File: src/rtl/instruction_cache.sv
// Direct-mapped read-only instruction cache between IF and instruction_memory.
// Hits return combinationally; misses stall IF and fetch one 128-bit block.
module instruction_cache #(
  parameter int LINES     = 8,
  parameter int CNT_WIDTH = 32
) (
  input  logic                 clock,
  input  logic                 reset,
  input  logic                 read,
  input  logic [31:0]          address,
  input  logic                 flush,
  output logic [31:0]          instruction,
  output logic                 busywait,
  output logic                 mem_read,
  output logic [27:0]          mem_address,
  input  logic [127:0]         mem_readinst,
  input  logic                 mem_busywait,
  output logic [CNT_WIDTH-1:0] hit_count,
  output logic [CNT_WIDTH-1:0] miss_count
);

  localparam int IDX_W = $clog2(LINES);
  localparam int TAG_W = 28 - IDX_W;
  localparam logic [CNT_WIDTH-1:0] CNT_ONE = {{(CNT_WIDTH-1){1'b0}}, 1'b1};

  typedef enum logic [1:0] {
    IDLE     = 2'd0,
    MEM_READ = 2'd1,
    UPDATE   = 2'd2
  } state_t;

  state_t               state_q, state_d;
  logic                 first_q, first_d;
  logic [LINES-1:0]     valid_q, valid_d;
  logic [27:0]          mem_address_q, mem_address_d;
  logic [CNT_WIDTH-1:0] hit_cnt_q, hit_cnt_d;
  logic [CNT_WIDTH-1:0] miss_cnt_q, miss_cnt_d;

  logic [TAG_W-1:0]     tag_q  [LINES];
  logic [127:0]         data_q [LINES];

  logic [IDX_W-1:0]     idx;
  logic [TAG_W-1:0]     tag;
  logic [1:0]           offset;
  logic [127:0]         line;
  logic                 hit;
  logic                 fill_we;
  logic [IDX_W-1:0]     fill_idx;
  logic [TAG_W-1:0]     fill_tag;
  logic                 unused_addr_bits;

  assign idx              = address[4 +: IDX_W];
  assign tag              = address[31 -: TAG_W];
  assign offset           = address[3:2];
  assign unused_addr_bits = ^address[1:0];
  assign line             = data_q[idx];
  assign hit              = read & valid_q[idx] & (tag_q[idx] == tag);

  // The latched block address also carries the index and tag of the line being filled.
  assign fill_idx = mem_address_q[IDX_W-1:0];
  assign fill_tag = mem_address_q[27 -: TAG_W];

  assign mem_address = mem_address_q;
  assign hit_count   = hit_cnt_q;
  assign miss_count  = miss_cnt_q;

  always_comb begin
    state_d       = state_q;
    first_d       = 1'b0;
    valid_d       = valid_q;
    mem_address_d = mem_address_q;
    hit_cnt_d     = hit_cnt_q;
    miss_cnt_d    = miss_cnt_q;
    instruction   = 32'd0;
    busywait      = 1'b0;
    mem_read      = 1'b0;
    fill_we       = 1'b0;

    case (state_q)
      IDLE: begin
        // Outputs stay quiet while reset is held, even with a request pending.
        if (read && reset) begin
          if (hit) begin
            instruction = line[{offset, 5'b00000} +: 32];
            if (hit_cnt_q != '1) hit_cnt_d = hit_cnt_q + CNT_ONE;
          end else begin
            busywait      = 1'b1;
            state_d       = MEM_READ;
            first_d       = 1'b1;
            mem_address_d = address[31:4];
            if (miss_cnt_q != '1) miss_cnt_d = miss_cnt_q + CNT_ONE;
          end
        end
      end
      MEM_READ: begin
        mem_read = 1'b1;
        busywait = 1'b1;
        if (!first_q && !mem_busywait) state_d = UPDATE;
      end
      UPDATE: begin
        busywait          = 1'b1;
        fill_we           = 1'b1;
        valid_d[fill_idx] = 1'b1;
        state_d           = IDLE;
      end
      default: state_d = IDLE;
    endcase

    // Flush wins over the fill's valid set, leaving the line invalid.
    if (flush) valid_d = '0;
  end

  always_ff @(posedge clock or negedge reset) begin
    if (!reset) begin
      state_q       <= IDLE;
      first_q       <= 1'b0;
      valid_q       <= '0;
      mem_address_q <= '0;
      hit_cnt_q     <= '0;
      miss_cnt_q    <= '0;
    end else begin
      state_q       <= state_d;
      first_q       <= first_d;
      valid_q       <= valid_d;
      mem_address_q <= mem_address_d;
      hit_cnt_q     <= hit_cnt_d;
      miss_cnt_q    <= miss_cnt_d;
    end
  end

  always_ff @(posedge clock) begin
    if (fill_we) begin
      tag_q[fill_idx]  <= fill_tag;
      data_q[fill_idx] <= mem_readinst;
    end
  end

endmodule
File: config.mk
export PLATFORM = sky130hd
export DESIGN_NAME = instruction_cache
export DESIGN_NICKNAME = d
export VERILOG_FILES = /design/src/rtl/instruction_cache.sv
export SDC_FILE = /design/constraint.sdc
export NUM_CORES = 1
export LEC_CHECK = 0
export CAP_MARGIN = 20
export CELL_PAD_IN_SITES_DETAIL_PLACEMENT = 1
export CELL_PAD_IN_SITES_GLOBAL_PLACEMENT = 1
export CORE_MARGIN = 2
export CORE_UTILIZATION = 27
export CTS_CLUSTER_SIZE = 30
export DETAILED_ROUTE_END_ITERATION = 6
export GPL_TIMING_DRIVEN = 0
export HOLD_SLACK_MARGIN = 0.12
export PLACE_DENSITY = 0.54
export REMOVE_ABC_BUFFERS = 1
export SLEW_MARGIN = 20
export SYNTH_ARGS = -nofsm -noshare
export SYNTH_HDL_FRONTEND = slang
export SYNTH_SLANG_ARGS = --single-unit
File: constraint.sdc
create_clock -name clock -period 13.8 [get_ports clock]
set_input_delay 2.76 -clock clock [delete_from_list [all_inputs] [get_ports clock]]
set_output_delay 2.76 -clock clock [all_outputs]
set_load 0.01 [all_outputs]
* Word level (Yosys, flattened, before mapping)
Memories as Yosys holds them, arrays and structs flattened.
Index checks and enable logic that the tools add are counted.
** Cells by class
- Multiplexer cells :: 21
- Equal/unequal tests :: 8
- Reductions and logical operators :: 12
- Magnitude comparators :: 3
- Bitwise gates (word level) :: 4
- Shift-type cells :: 1
- Add/sub/neg operators :: 2
** Operators with widths (number)
- 128-bit by 8-bit variable part select with 32-bit output :: 1
- 32-bit 2-to-1 mux :: 3
- 32-bit by 1-bit adder with 32-bit output (second input constant) :: 2
- 32-bit != test (second input constant) :: 2
- 25-bit equality test :: 1
- 8-bit 2-to-1 mux :: 2
- 1-bit 2-to-1 mux :: 9
- 3-bit by 4-bit < comparator with 1-bit output (second input constant) :: 2
- 8-bit OR :: 1
- 4-bit AND reduction :: 2
- 2-bit 2-to-1 mux :: 3
- 2-bit != test (second input constant) :: 3
- 3-bit AND reduction :: 2
- 2-bit one-hot mux with 2 select lines :: 1
- 1-bit binary-select mux with 3-bit select :: 1
- 1-bit demux with 3-bit select :: 1
- 3-bit by 1-bit greater-or-equal comparator with 1-bit output (second input constant) :: 1
- 1-bit logical AND :: 3
- 1-bit AND :: 2
- 2-bit by 1-bit equality test with 1-bit output (second input constant) :: 1
- 2-bit equality test (second input constant) :: 1
- 1-bit zero test :: 2
- 2-bit zero test :: 1
- 1-bit one-hot mux with 2 select lines :: 1
- other kinds (3) :: 3
** Word-level totals
- Memories :: 2
- Output and inout port bits :: 126
- Bits in writable memories :: 1224
- Register bits :: 103
- Input port bits :: 165
** Memory list
- data_q :: words 8, width 128, read ports 1, clocked after Yosys merged registers in 0, wr ports 1, line 40 : logic [127:0] data_q [LINES];
- tag_q :: words 8, width 25, read ports 1, clocked after Yosys merged registers in 0, wr ports 1, line 39 : logic [TAG_W-1:0] tag_q [LINES];

* Depth between registers and ports, before layout
Gate-level depths: netlist of run 1.
- Word-level depth :: 7
- Gate-level depth with buffers :: 14
- Depth with buffers taken out :: 9

* Worst setup path after synthesis of run 1
No wires, ideal clock.
- Path type :: register -> register
- From :: register state_q[0]
- To :: memory data_q[0][0], enable pin
- Setup time :: 0.855 ns
- Arrival time :: 11.091 ns
- Required time :: 12.945 ns
- Cell stages (with the launch flop) :: 5
- Buffers on the path :: 0
- Setup slack :: 1.854 ns
- Path through :: dfrtp_1 inv_1 ha_1 nand2b_1 nor3_1
** On the way
- Cells in the longest elaborated chain, start to end :: 4
** RTL lines
- from (decl) :: line 32 : state_t state_q, state_d;
- from (signal assigned) :: line 122 : state_q <= state_d;
- 2-bit equality test :: line 79 : case (state_q)
- 1-bit 2-to-1 mux :: line 79
- 1-bit 2-to-1 mux :: line 132 : if (fill_we) begin
- 1-bit 2-to-1 mux (implied by the code) :: line 134 : data_q[fill_idx] <= mem_readinst;
- to (decl) :: line 40
Every way passes these cells.

* Final worst setup path of run 1
- From :: input address[5]
- To :: output instruction[7]
** On the way
- Cells in the longest elaborated chain, start to end :: 7
** RTL lines
- from (decl) :: line 10 : input logic [31:0] address,
- parallel branches: the longest is 4 deep, another holds memory read 8 x 128 bit
- 32-bit 2-to-1 mux (*) :: line 83 : if (hit) begin
- 32-bit 2-to-1 mux (*) :: line 82 : if (read && reset) begin
- 32-bit 2-to-1 mux (*) :: line 79
- to (decl) :: line 12 : output logic [31:0] instruction,
Mark *: on every way between the ends. The select of a mux whose other input is x is not followed.

==> reports/results.txt, run 1 <==
Status: finished clean
Unrepaired setup endpoints after global routing: no
Critical path fanouts, max: 70
Yosys warning count: 0
Worst Setup EP: instruction[7]
Data arrival, critical path: 7.77 ns
Area occupied by multi-input gates: 0.01161 mm^2
Largest area contributor in the netlist: edfxtp_1
Skew final: 0.03196 ns
Pwr per Cell Area: 155.1 mW/mm^2
CTS H-Tree Depth: 4
Cts repair resizes: 0
Final Max Slew Viols: 0
FP Rows: 160
Reg-to-reg slack, setup: 10.05 ns
Sw Pwr: 2411 uW
Leakage Power: 0.02094 uW
Layout Cells excl Fill: 5413
Post-Syn Instances: 2309
Num CTS Buffers: 153
# DRC: 0
HPWL reported at the end of detailed placement: 83490 um
CP cell instances: buf_8 > buf_16 > buf_16 > mux4_2 > mux2i_1 > xor2_1 > o2111ai_1 > nor4_1 > and2_1 > nand4_4 > buf_16 > buf_12 > nor2_1 > clkdlybuf4s50_1
Reg2Reg Depth: 11
Top cells by area, synth: edfxtp_1, mux4_2, dfrtp_1
Final Worst Setup Slack: 3.266 ns
Final setup viols: 0
Setup Buffers After CTS: 0
Required @ worst endpoint: 11.04 ns
Drt pass-1 iters: 6
Ports: 291
Seq pwr share: 0.499
Core ar.: 0.1898 mm^2
Remaining global-route overflow: 0
Seq/Total Area, Yosys: 0.7640
Final WL: 129300 um
Vias per cell: 4.542
Crit-path slowest cell: mux4_2
Global-route wire length before repair: 191100 um
Clock transition at the registers of the reported paths: 0.05 ns
RePlAce Congestion: 0.6670
Placed cell count: 5131
Share of cells above drive strength 1: 0.2610
Int Power: 7567 uW
Initial core utilization: 0.2713
VDD IR-drop max: 0.08317 mV
Max cap viols: 0
Fmax: 0.09493 GHz
Input/output buffers: 288
Die H: 440.7 um
DRT iter0 DRCs: 1308
Final ANT Viol Nets: 0
Fillers: 18660
Initial antenna violation count: 27
CP Launch Point: address[5]
Worst slew pin tran: 0.7671 ns
Final critical-path share of the clock period: 0.7633
Period minus WS final: 10.53 ns
Synthesized area: 0.05148 mm^2
Clk network pwr share: 0.392
Root Buffer: clkbuf_16
NumNets Final: 2946
Die X: 440.7 um
Final hold violations: 0
Synthesis-stage register bit count: 1327
CTS tree: built
Clock tree sinks: 1327
Synth Flop Type: edfxtp_1
Syn-to-layout area delta: 24.94%
Switching Share: 0.2416
CP Launch Type: primary input
Critical path class: in -> out
Worst path most repeated cell: buf_16
Slew headroom: 0.4867
Yosys top cell area share: 0.7140
Wire length per cell: 23.89 um
Number of global-route vias before repair: 27130
Worst r2r src: tag_q[1][12]
Hold_buf cts: 0
Largest net degree at the start of global routing: 73
End of the worst register-to-register path: hit_count[1]
Worst Hold Class: reg -> reg
DR vias: 24590
Die area: 0.1942 mm^2
CP endpoint kind: primary output
Hold slack: 0.4883 ns
Comb pwr share: 0.109
Syn avg cell area: 22.30 um^2
Clock Latency Late Sink: 0.79 ns
Worst path max stage delay: 0.58 ns
Synth async-reset ratio: 0.07762
Distinct cells, synth: 47
Post-synth EDFFs: 1224
Register area: 0.03933 mm^2
Place WS: 3.095 ns
Overall routing resource usage: 0.1343
Clk buf depth: 3
[power by group through the flow]
stage                     clock network, uW  registers (uW)  logic [uW]
after floorplan                           0            5110         425
after global placement                    0            5270        1200
after detailed placement                  0            5070        1130
after CTS                              4060            4990        1130
after global routing                   4190            5020        1180
final                                  3910            4980        1090
[synth_stat cells, types with 4 or more instances]
| cell type | number |
|---|---|
| a21oi_1 | 5 |
| a22o_1 | 8 |
| a22oi_1 | 14 |
| and2_1 | 4 |
| and3_1 | 15 |
| buf_1 | 35 |
| buf_2 | 14 |
| buf_4 | 8 |
| buf_6 | 6 |
| clkbuf_1 | 51 |
| dfrtp_1 | 103 |
| edfxtp_1 | 1224 |
| ha_1 | 6 |
| inv_1 | 21 |
| mux2_1 | 12 |
| mux2_2 | 30 |
| mux2i_1 | 89 |
| mux4_2 | 345 |
| nand2_1 | 25 |
| nand2b_1 | 8 |
| nand3_1 | 26 |
| nand4_1 | 12 |
| nor2_1 | 71 |
| nor2b_1 | 5 |
| nor3_1 | 30 |
| nor4_1 | 12 |
| nor4_2 | 12 |
| nor4b_1 | 5 |
| o21ai_0 | 8 |
| o22ai_1 | 4 |
| or3_1 | 7 |
| xnor2_1 | 23 |
| xor2_1 | 52 |
[critical path, delay by kind of cell]
family | cells | cell delay [ns]
buffers and inverters | 6 | 2.10
and+or+nand+nor | 4 | 1.18
muxes | 2 | 0.78
AOI/OAI and AO/OA | 1 | 0.28
xor gates and xnor gates | 1 | 0.26
[cell families after synthesis]
group           Yosys count  share of synthesized area
flops                  1327                     0.7640
mux                     476                     0.1774
compound gates           45                   0.006149
simple gates            245                    0.02652
xor+xnor                 75                    0.01276
fa+ha+maj                 6                   0.001458
buf+inv                 135                    0.01164
[flip-flops by register name, indices dropped and copies added (netlist names)]
signal / cells
valid_q: 8
data_q: 1024
hit_count: 32
first_q: 1
mem_address: 28
miss_count: 32
tag_q: 200
state_q: 2
[through the flow]
stage,setup TNS [ns],instance area [um^2],total power [uW],util
after floorplan,0,50960,5536,-
after global placement,-9519.37,56980,6470,0.3003
after detailed placement,0,59480,6200,0.3134
after CTS,0,64310,10180,0.3389
after global routing,0,64320,10390,0.3389
final,0,64320,9978,0.3389
[worst min-delay path by stage]
| stage | from | cells past startpoint | slack, ns | to |
|---|---|---|---|---|
| after global placement | valid_q[2] | 2 | 0.48 | valid_q[2] |
| after CTS | hit_count[26] | 1 | 0.50 | hit_count[26] |
| final | miss_count[28] | 1 | 0.49 | miss_count[28] |
| after floorplan | valid_q[4] | 2 | 0.46 | valid_q[4] |
| after detailed placement | valid_q[6] | 2 | 0.49 | valid_q[6] |
| after global routing | miss_count[28] | 1 | 0.51 | miss_count[28] |
[final cells by class]
type,instances,area share
sequential,1327,0.6115
multi-input combinational,847,0.1805
timing repair buffer,425,0.08270
clock buffer,213,0.06527
tap,2511,0.04885
clock inverter,67,0.009863
inverter,21,0.001226
antenna,2,0.00007781
[layout by cell type, fill, tap and decap left out, types with 13 or more instances in the layout]
cell type / instances
clkinv_2: 18
buf_4: 45
clkbuf_1: 49
nand2_1: 25
mux2_2: 30
and3_1: 14
buf_12: 37
dfrtp_1: 103
buf_6: 13
clkbuf_16: 156
inv_1: 21
nor3_1: 28
nor2_1: 65
xor2_1: 52
clkdlybuf4s50_1: 282
mux2i_1: 89
a22oi_1: 14
buf_16: 44
clkinv_1: 21
mux4_2: 345
edfxtp_1: 1224
xnor2_1: 23
nand3_1: 26
[layer usage]
metal,part of all wire,up-vias,global-route usage
met5,0.0013,-,0
met4,0.025,24,0.04140
met3,0.045,227,0.03089
met2,0.50,473,0.2234
met1,0.43,13270,0.1738
li1,-,10600,-
No activity file was read; power rests on OpenSTA's default activity.
==> inputs of run 2 (changes only) <==
--- a/config.mk
+++ b/config.mk
@@ -14,7 +14,7 @@
 export DETAILED_ROUTE_END_ITERATION = 6
 export GPL_TIMING_DRIVEN = 0
 export HOLD_SLACK_MARGIN = 0.12
-export PLACE_DENSITY = 0.54
+export PLACE_DENSITY = 0.56
 export REMOVE_ABC_BUFFERS = 1
 export SLEW_MARGIN = 20
 export SYNTH_ARGS = -nofsm -noshare
==> constraint.sdc (replaced) <==
create_clock -name clock -period 8.6 [get_ports clock]
set_input_delay 1.72 -clock clock [delete_from_list [all_inputs] [get_ports clock]]
set_output_delay 1.72 -clock clock [all_outputs]
set_load 0.01 [all_outputs]
==> run 2 against run 1 <==
Effect of this change:
- global-route usage increased by 0.054 points
- setup slack got worse by 2.9 ns
- critical endpoint is now instruction[23]
- largest power group unchanged
- via count increased by 0.17%
==> reports/results.txt, run 2 (synthesis gave the netlist of run 1 again) <==
Status: finished clean (unchanged)
Final Max Slew Viols: 0 (unchanged)
Worst Hold Class: reg -> reg (unchanged)
Slew headroom: 0.3746 (was 0.4867)
DRT iter0 DRCs: 1313 (was 1308)
Final Worst Setup Slack: 0.3332 ns (was 3.266 ns)
Critical path class: in -> out (unchanged)
Final critical-path share of the clock period: 0.9613
Final WL: 129700 um (was 129300 um)
NumNets Final: 2952 (was 2946)
Worst path most repeated cell: buf_16 (unchanged)
CP Launch Type: primary input (unchanged)
Drt pass-1 iters: 4 (was 6)
Critical path fanouts, max: 31 (was 70)
Period minus WS final: 8.267 ns
Final hold violations: 0 (unchanged)
Die X: 440.7 um (unchanged)
Clk buf depth: 3 (unchanged)
Input/output buffers: 288 (unchanged)
Overall routing resource usage: 0.1348 (was 0.1343)
CP Launch Point: address[4] (was address[5])
CTS H-Tree Depth: 4 (unchanged)
Hold path startpoint: hit_count[5] (was miss_count[28])
Worst path max stage delay: 0.60 ns (was 0.58 ns)
Clock Latency Late Sink: 0.79 ns (about the same)
Clock tree sinks: 1327 (unchanged)
Skew final: 0.02878 ns (was 0.03196 ns)
Required @ worst endpoint: 6.88 ns (was 11.04 ns)
CP endpoint kind: primary output (unchanged)
Critical path's top delay family: buffers and inverters (unchanged)
Worst slew pin tran: 0.9362 ns (was 0.7671 ns)
Initial antenna violation count: 23 (was 27)
CTS tree: built (unchanged)
Pwr per Cell Area: 252.5 mW/mm^2 (was 155.1 mW/mm^2)
Number of global-route vias before repair: 27300 (was 27130)
Fillers: 18720 (was 18660)
Num CTS Buffers: 151 (was 153)
RePlAce Congestion: 0.6669 (was 0.6670)
Final ANT Viol Nets: 0 (unchanged)
Setup Buffers After CTS: 0 (unchanged)
Fmax: 0.1210 GHz
FP Rows: 160 (unchanged)
Largest net degree at the start of global routing: 72 (was 73)
Commonest non-fill, non-tap cell in the layout: edfxtp_1 (unchanged)
CP cell instances: buf_8 > buf_16 > buf_16 > buf_16 > mux4_2 > mux2i_1 > xor2_1 > o2111ai_1 > nor4_4 > and2_1 > nand4_4 > buf_12 > buf_12 > nor2_1 > clkdlybuf4s50_1 (was buf_8 > buf_16 > buf_16 > mux4_2 > mux2i_1 > xor2_1 > o2111ai_1 > nor4_1 > and2_1 > nand4_4 > buf_16 > buf_12 > nor2_1 > clkdlybuf4s50_1)
Die H: 440.7 um (unchanged)
Data arrival, critical path: 6.55 ns (was 7.77 ns)
Max reg flops: 1024 (unchanged)
Remaining global-route overflow: 0 (unchanged)
Largest Register: data_q (unchanged)
Crit-path slowest cell: clkdlybuf4s50_1 (was mux4_2)
Initial core utilization: 0.2713 (unchanged)
Most frequent cells in the layout: edfxtp_1, mux4_2, clkdlybuf4s50_1 (unchanged)
Leakage Power: 0.02121 uW (was 0.02094 uW)
Clock transition at the registers of the reported paths: 0.06 ns (was 0.05 ns)
Syn-to-layout area delta: 25.95% (was 24.94%)
Place WS: -0.5364 ns (was 3.095 ns)
Worst r2r src: state_q[0] (was tag_q[1][12])
Biggest registers after layout: data_q x1024, tag_q x200 (unchanged)
DR vias: 24630 (was 24590)
Hold_buf cts: 0 (unchanged)
CP bufs+invs: 7 (was 6)
Die area: 0.1942 mm^2 (unchanged)
Vias per cell: 4.543 (was 4.542)
Max cap viols: 0 (unchanged)
Wire length per cell: 23.92 um (was 23.89 um)
HPWL reported at the end of detailed placement: 83640 um (was 83490 um)
Root Buffer: clkbuf_16 (unchanged)
# DRC: 0 (unchanged)
Design area: 0.06484 mm^2 (was 0.06432 mm^2)
Dpl cell area: 0.05960 mm^2 (was 0.05948 mm^2)
Unrepaired setup endpoints after global routing: no (unchanged)
Share of cells above drive strength 1: 0.2688 (was 0.2610)
Global-route wire length before repair: 191500 um (was 191100 um)
Final setup viols: 0 (unchanged)
VDD IR-drop max: 0.1671 mV (was 0.08317 mV)
Ports: 291 (unchanged)
Core ar.: 0.1898 mm^2 (unchanged)
run 2: cell count changes in the layout (fill, tap and decap cells not counted), sizes merged:
cell    change
diode       +3
bufbuf      +3
bufinv     +14
clkbuf     -33
inv         +2
clkinv     +14
buf         +5
run 2: final timing paths:
path | cells past startpoint | slack, ns | endpoint
worst max-delay path | 15 | 0.33 | instruction[23]
worst min-delay path | 1 | 0.48 | hit_count[5]
worst max register to register | 14 | 4.76 | data_q[4][77]
worst min register to register | 1 | 0.48 | hit_count[5]
max in group asynchronous | 2 | 7.06 | mem_address[15]
min in group asynchronous | 1 | 0.85 | miss_count[19]
run 2: final cells by class:
class	count	area (um^2)	area share
inverters	21	78.83	0.001216
diodes	5	12.51	0.0001930
flip-flops and latches	1327	39330	0.6066
clock inverters	97	1120	0.01727
multi-input cells	847	11620	0.1793
clock buffers	180	3991	0.06156
repair buffers	433	5537	0.08539
well taps	2511	3142	0.04846
run 2: through the flow:
stage               total power, uW  utilization  hold WS [ns]  TNS [ns]  cells
global route                  17010       0.3416        0.5056         0   5419
finish                        16370       0.3416        0.4846         0   5421
detailed placement             9956       0.3140        0.4827    -7.923   5136
CTS                           16660       0.3416        0.4910         0   5416
global placement              10370       0.3003        0.4780         -   4994
floorplan                      8883            -        0.4608  -1029.38   2195
run 2: metal layers:
layer  wire (um)  GRT usage  vias up
li1            -          -    10640
met1       56900     0.1756    13290
met2       64650     0.2257      473
met3        4880    0.02713      212
met4        3112    0.04222       20
met5         129          0        -
run 2: where the power goes:
| part | total [uW] | switching (uW) | internal (uW) |
|---|---|---|---|
| combinational | 1770 | 942 | 831 |
| sequential | 7990 | 280 | 7710 |
| clock | 6610 | 2670 | 3940 |
run 2: timing repair:
item	4_1_cts	5_1_grt
gates resized for setup	2	0
endpoints found under the hold margin	0	0
setup endpoints to repair	32	0
==> inputs of run 3 (changes only) <==
--- a/config.mk
+++ b/config.mk
@@ -9,12 +9,12 @@
 export CELL_PAD_IN_SITES_DETAIL_PLACEMENT = 1
 export CELL_PAD_IN_SITES_GLOBAL_PLACEMENT = 1
 export CORE_MARGIN = 2
-export CORE_UTILIZATION = 27
+export CORE_UTILIZATION = 45
 export CTS_CLUSTER_SIZE = 30
 export DETAILED_ROUTE_END_ITERATION = 6
 export GPL_TIMING_DRIVEN = 0
 export HOLD_SLACK_MARGIN = 0.12
-export PLACE_DENSITY = 0.56
+export PLACE_DENSITY = 0.8
 export REMOVE_ABC_BUFFERS = 1
 export SLEW_MARGIN = 20
 export SYNTH_ARGS = -nofsm -noshare
==> run 3 against run 2 <==
Effect of this change:
- combinational power fell by 3%
- die area fell by 40%
- non-clock buffer count fell by 18
- critical endpoint is now instruction[7]
- largest cell class unchanged
- largest power group unchanged
- highest routed layer unchanged
==> reports/results.txt, run 3 (synthesis gave the netlist of run 1 again) <==
Status: finished clean (unchanged)
Die X: 342.2 um (was 440.7 um)
Slew headroom: 0.2769 (was 0.3746)
Share of cells above drive strength 1: 0.2580 (was 0.2688)
Hold slack: 0.4909 ns (was 0.4846 ns)
Hold path startpoint: hit_count[26] (was hit_count[5])
Critical path class: in -> out (unchanged)
HPWL reported at the end of detailed placement: 78980 um (was 83640 um)
Clock tree sinks: 1327 (unchanged)
Drt pass-1 iters: 6 (was 4)
Hold Crit Endpoint: hit_count[26] (was hit_count[5])
RePlAce Congestion: 0.7524 (was 0.6669)
Biggest registers after layout: data_q x1024, tag_q x200 (unchanged)
CTS tree: built (unchanged)
Remaining global-route overflow: 0 (unchanged)
Pwr Total: 15590 uW (was 16370 uW)
Final setup viols: 0 (unchanged)
FP Rows: 124 (was 160)
Core ar.: 0.1139 mm^2 (was 0.1898 mm^2)
DRT iter0 DRCs: 2015 (was 1313)
Number of global-route vias before repair: 27610 (was 27300)
Overall routing resource usage: 0.2150 (was 0.1348)
Largest net degree at the start of global routing: 85 (was 72)
End of the worst register-to-register path: miss_count[30] (was data_q[4][77])
Num CTS Buffers: 140 (was 151)
Reg2Reg Depth: 9 (was 14)
Clock Latency Late Sink: 0.75 ns (was 0.79 ns)
Skew final: 0.01993 ns (was 0.02878 ns)
Commonest non-fill, non-tap cell in the layout: edfxtp_1 (unchanged)
Period minus WS final: 8.531 ns (was 8.267 ns)
Initial antenna violation count: 17 (was 23)
Max reg flops: 1024 (unchanged)
Final Max Slew Viols: 0 (unchanged)
Most frequent cells in the layout: edfxtp_1, mux4_2, clkdlybuf4s50_1 (unchanged)
Final WL: 125100 um (was 129700 um)
Ports: 291 (unchanged)
Leakage Power: 0.02069 uW (was 0.02121 uW)
Clk buf depth: 3 (unchanged)
Largest Register: data_q (unchanged)
Input/output buffers: 288 (unchanged)
VDD IR-drop max: 0.1815 mV (was 0.1671 mV)
Required @ worst endpoint: 6.88 ns (about the same)
Critical path fanouts, max: 73 (was 31)
Final ANT Viol Nets: 0 (unchanged)
Die area: 0.1171 mm^2 (was 0.1942 mm^2)
Fmax: 0.1172 GHz (was 0.1210 GHz)
DR vias: 25080 (was 24630)
Hold_buf cts: 0 (unchanged)
Final hold violations: 0 (unchanged)
Pwr per Cell Area: 249.5 mW/mm^2 (was 252.5 mW/mm^2)
NumNets Final: 2924 (was 2952)
Root Buffer: clkbuf_16 (unchanged)
Post-Route Setup TNS: 0 ns (unchanged)
Data arrival, critical path: 6.81 ns (was 6.55 ns)
Final Worst Setup Slack: 0.06877 ns (was 0.3332 ns)
Layout Cells excl Fill: 4378 (was 5421)
Clock transition at the registers of the reported paths: 0.06 ns (about the same)
Place WS: -0.08733 ns (was -0.5364 ns)
Vias per cell: 5.730 (was 4.543)
Worst slew pin tran: 1.081 ns (was 0.9362 ns)
Global-route wire length before repair: 184500 um (was 191500 um)
Worst r2r src: tag_q[6][23] (was state_q[0])
Unrepaired setup endpoints after global routing: no (unchanged)
CTS H-Tree Depth: 4 (unchanged)
Worst Hold Class: reg -> reg (unchanged)
Initial core utilization: 0.4521 (was 0.2713)
Final critical-path share of the clock period: 0.9920 (was 0.9613)
# DRC: 0 (unchanged)
CP Launch Type: primary input (unchanged)
CP endpoint kind: primary output (unchanged)
Hold Path Cell Cnt: 1 (unchanged)
Max cap viols: 0 (unchanged)
Placed cell count: 4121 (was 5136)
Syn-to-layout area delta: 21.38% (was 25.95%)
Reg-to-reg slack, setup: 4.59 ns (was 4.76 ns)
Die H: 342.2 um (was 440.7 um)
Wire length per cell: 28.58 um (was 23.92 um)
[run 3: cell types whose count changed in the layout (fill, tap and decap cells not counted), sizes merged, moves of 3 or more]
cell      change
buf          -16
bufbuf        -3
bufinv       -11
clkbuf        -3
clkinv        -8
clkinvlp      -3
[run 3: worst max path at each step]
stage                     from         endpoint  slack, ns
finish              address[5]   instruction[7]       0.07
global route        address[5]   instruction[7]       0.03
CTS                 address[4]   instruction[7]       0.10
detailed placement  address[4]  instruction[19]      -0.09
global placement    address[4]  instruction[19]     -19.04
floorplan           state_q[0]     data_q[0][0]      -3.35
[run 3: stage by stage]
| step | util | area [um^2] |
|---|---|---|
| after global placement | 0.4894 | 55730 |
| after detailed placement | 0.5090 | 57970 |
| after global routing | 0.5487 | 62480 |
| after CTS | 0.5482 | 62420 |
| final | 0.5487 | 62490 |
| after floorplan | - | 50960 |
[run 3: per-layer routing]
layer  global-route usage  part of all wire  up-vias
met5                    0            0.0014        -
met4              0.06606             0.024       26
met3              0.04860             0.064      217
met2               0.3592              0.51      880
met1               0.2824              0.40    13410
li1                     -                 -    10550
[run 3: critical path, cell delays in order]
cell and delay, ns:
buf_8 0.27, buf_16 0.39, buf_16 0.33, mux4_2 0.56, mux2i_1 0.29, xor2_1 0.21
o2111ai_1 0.19, nor4_2 0.41, and2_1 0.43, nand4_4 0.39, buf_12 0.34, nor2_1 0.40
clkdlybuf4s50_1 0.63
[run 3: cell type report]
class | count | area [um^2]
Clock inverter | 74 | 695.7
Timing Repair Buffer | 415 | 5085
Inverter | 21 | 78.83
Sequential cell | 1327 | 39330
Antenna cell | 5 | 12.51
Tap cell | 1512 | 1892
Multi-Input combinational cell | 848 | 11640
Clock buffer | 176 | 3752
Fill cell | 9788 | 51390
[run 3: what timing repair did]
item	CTS	global route
gates cloned	0	2
endpoints found under the hold margin	0	0
setup endpoints to repair	7	8
buffers inserted	0	0
gates resized for setup	2	3
[run 3: where the power goes]
group | leakage (uW) | internal [uW] | switching [uW]
combinational | 0.00617 | 797 | 917
clock | 0.00218 | 3380 | 2490
sequential | 0.0123 | 7720 | 297
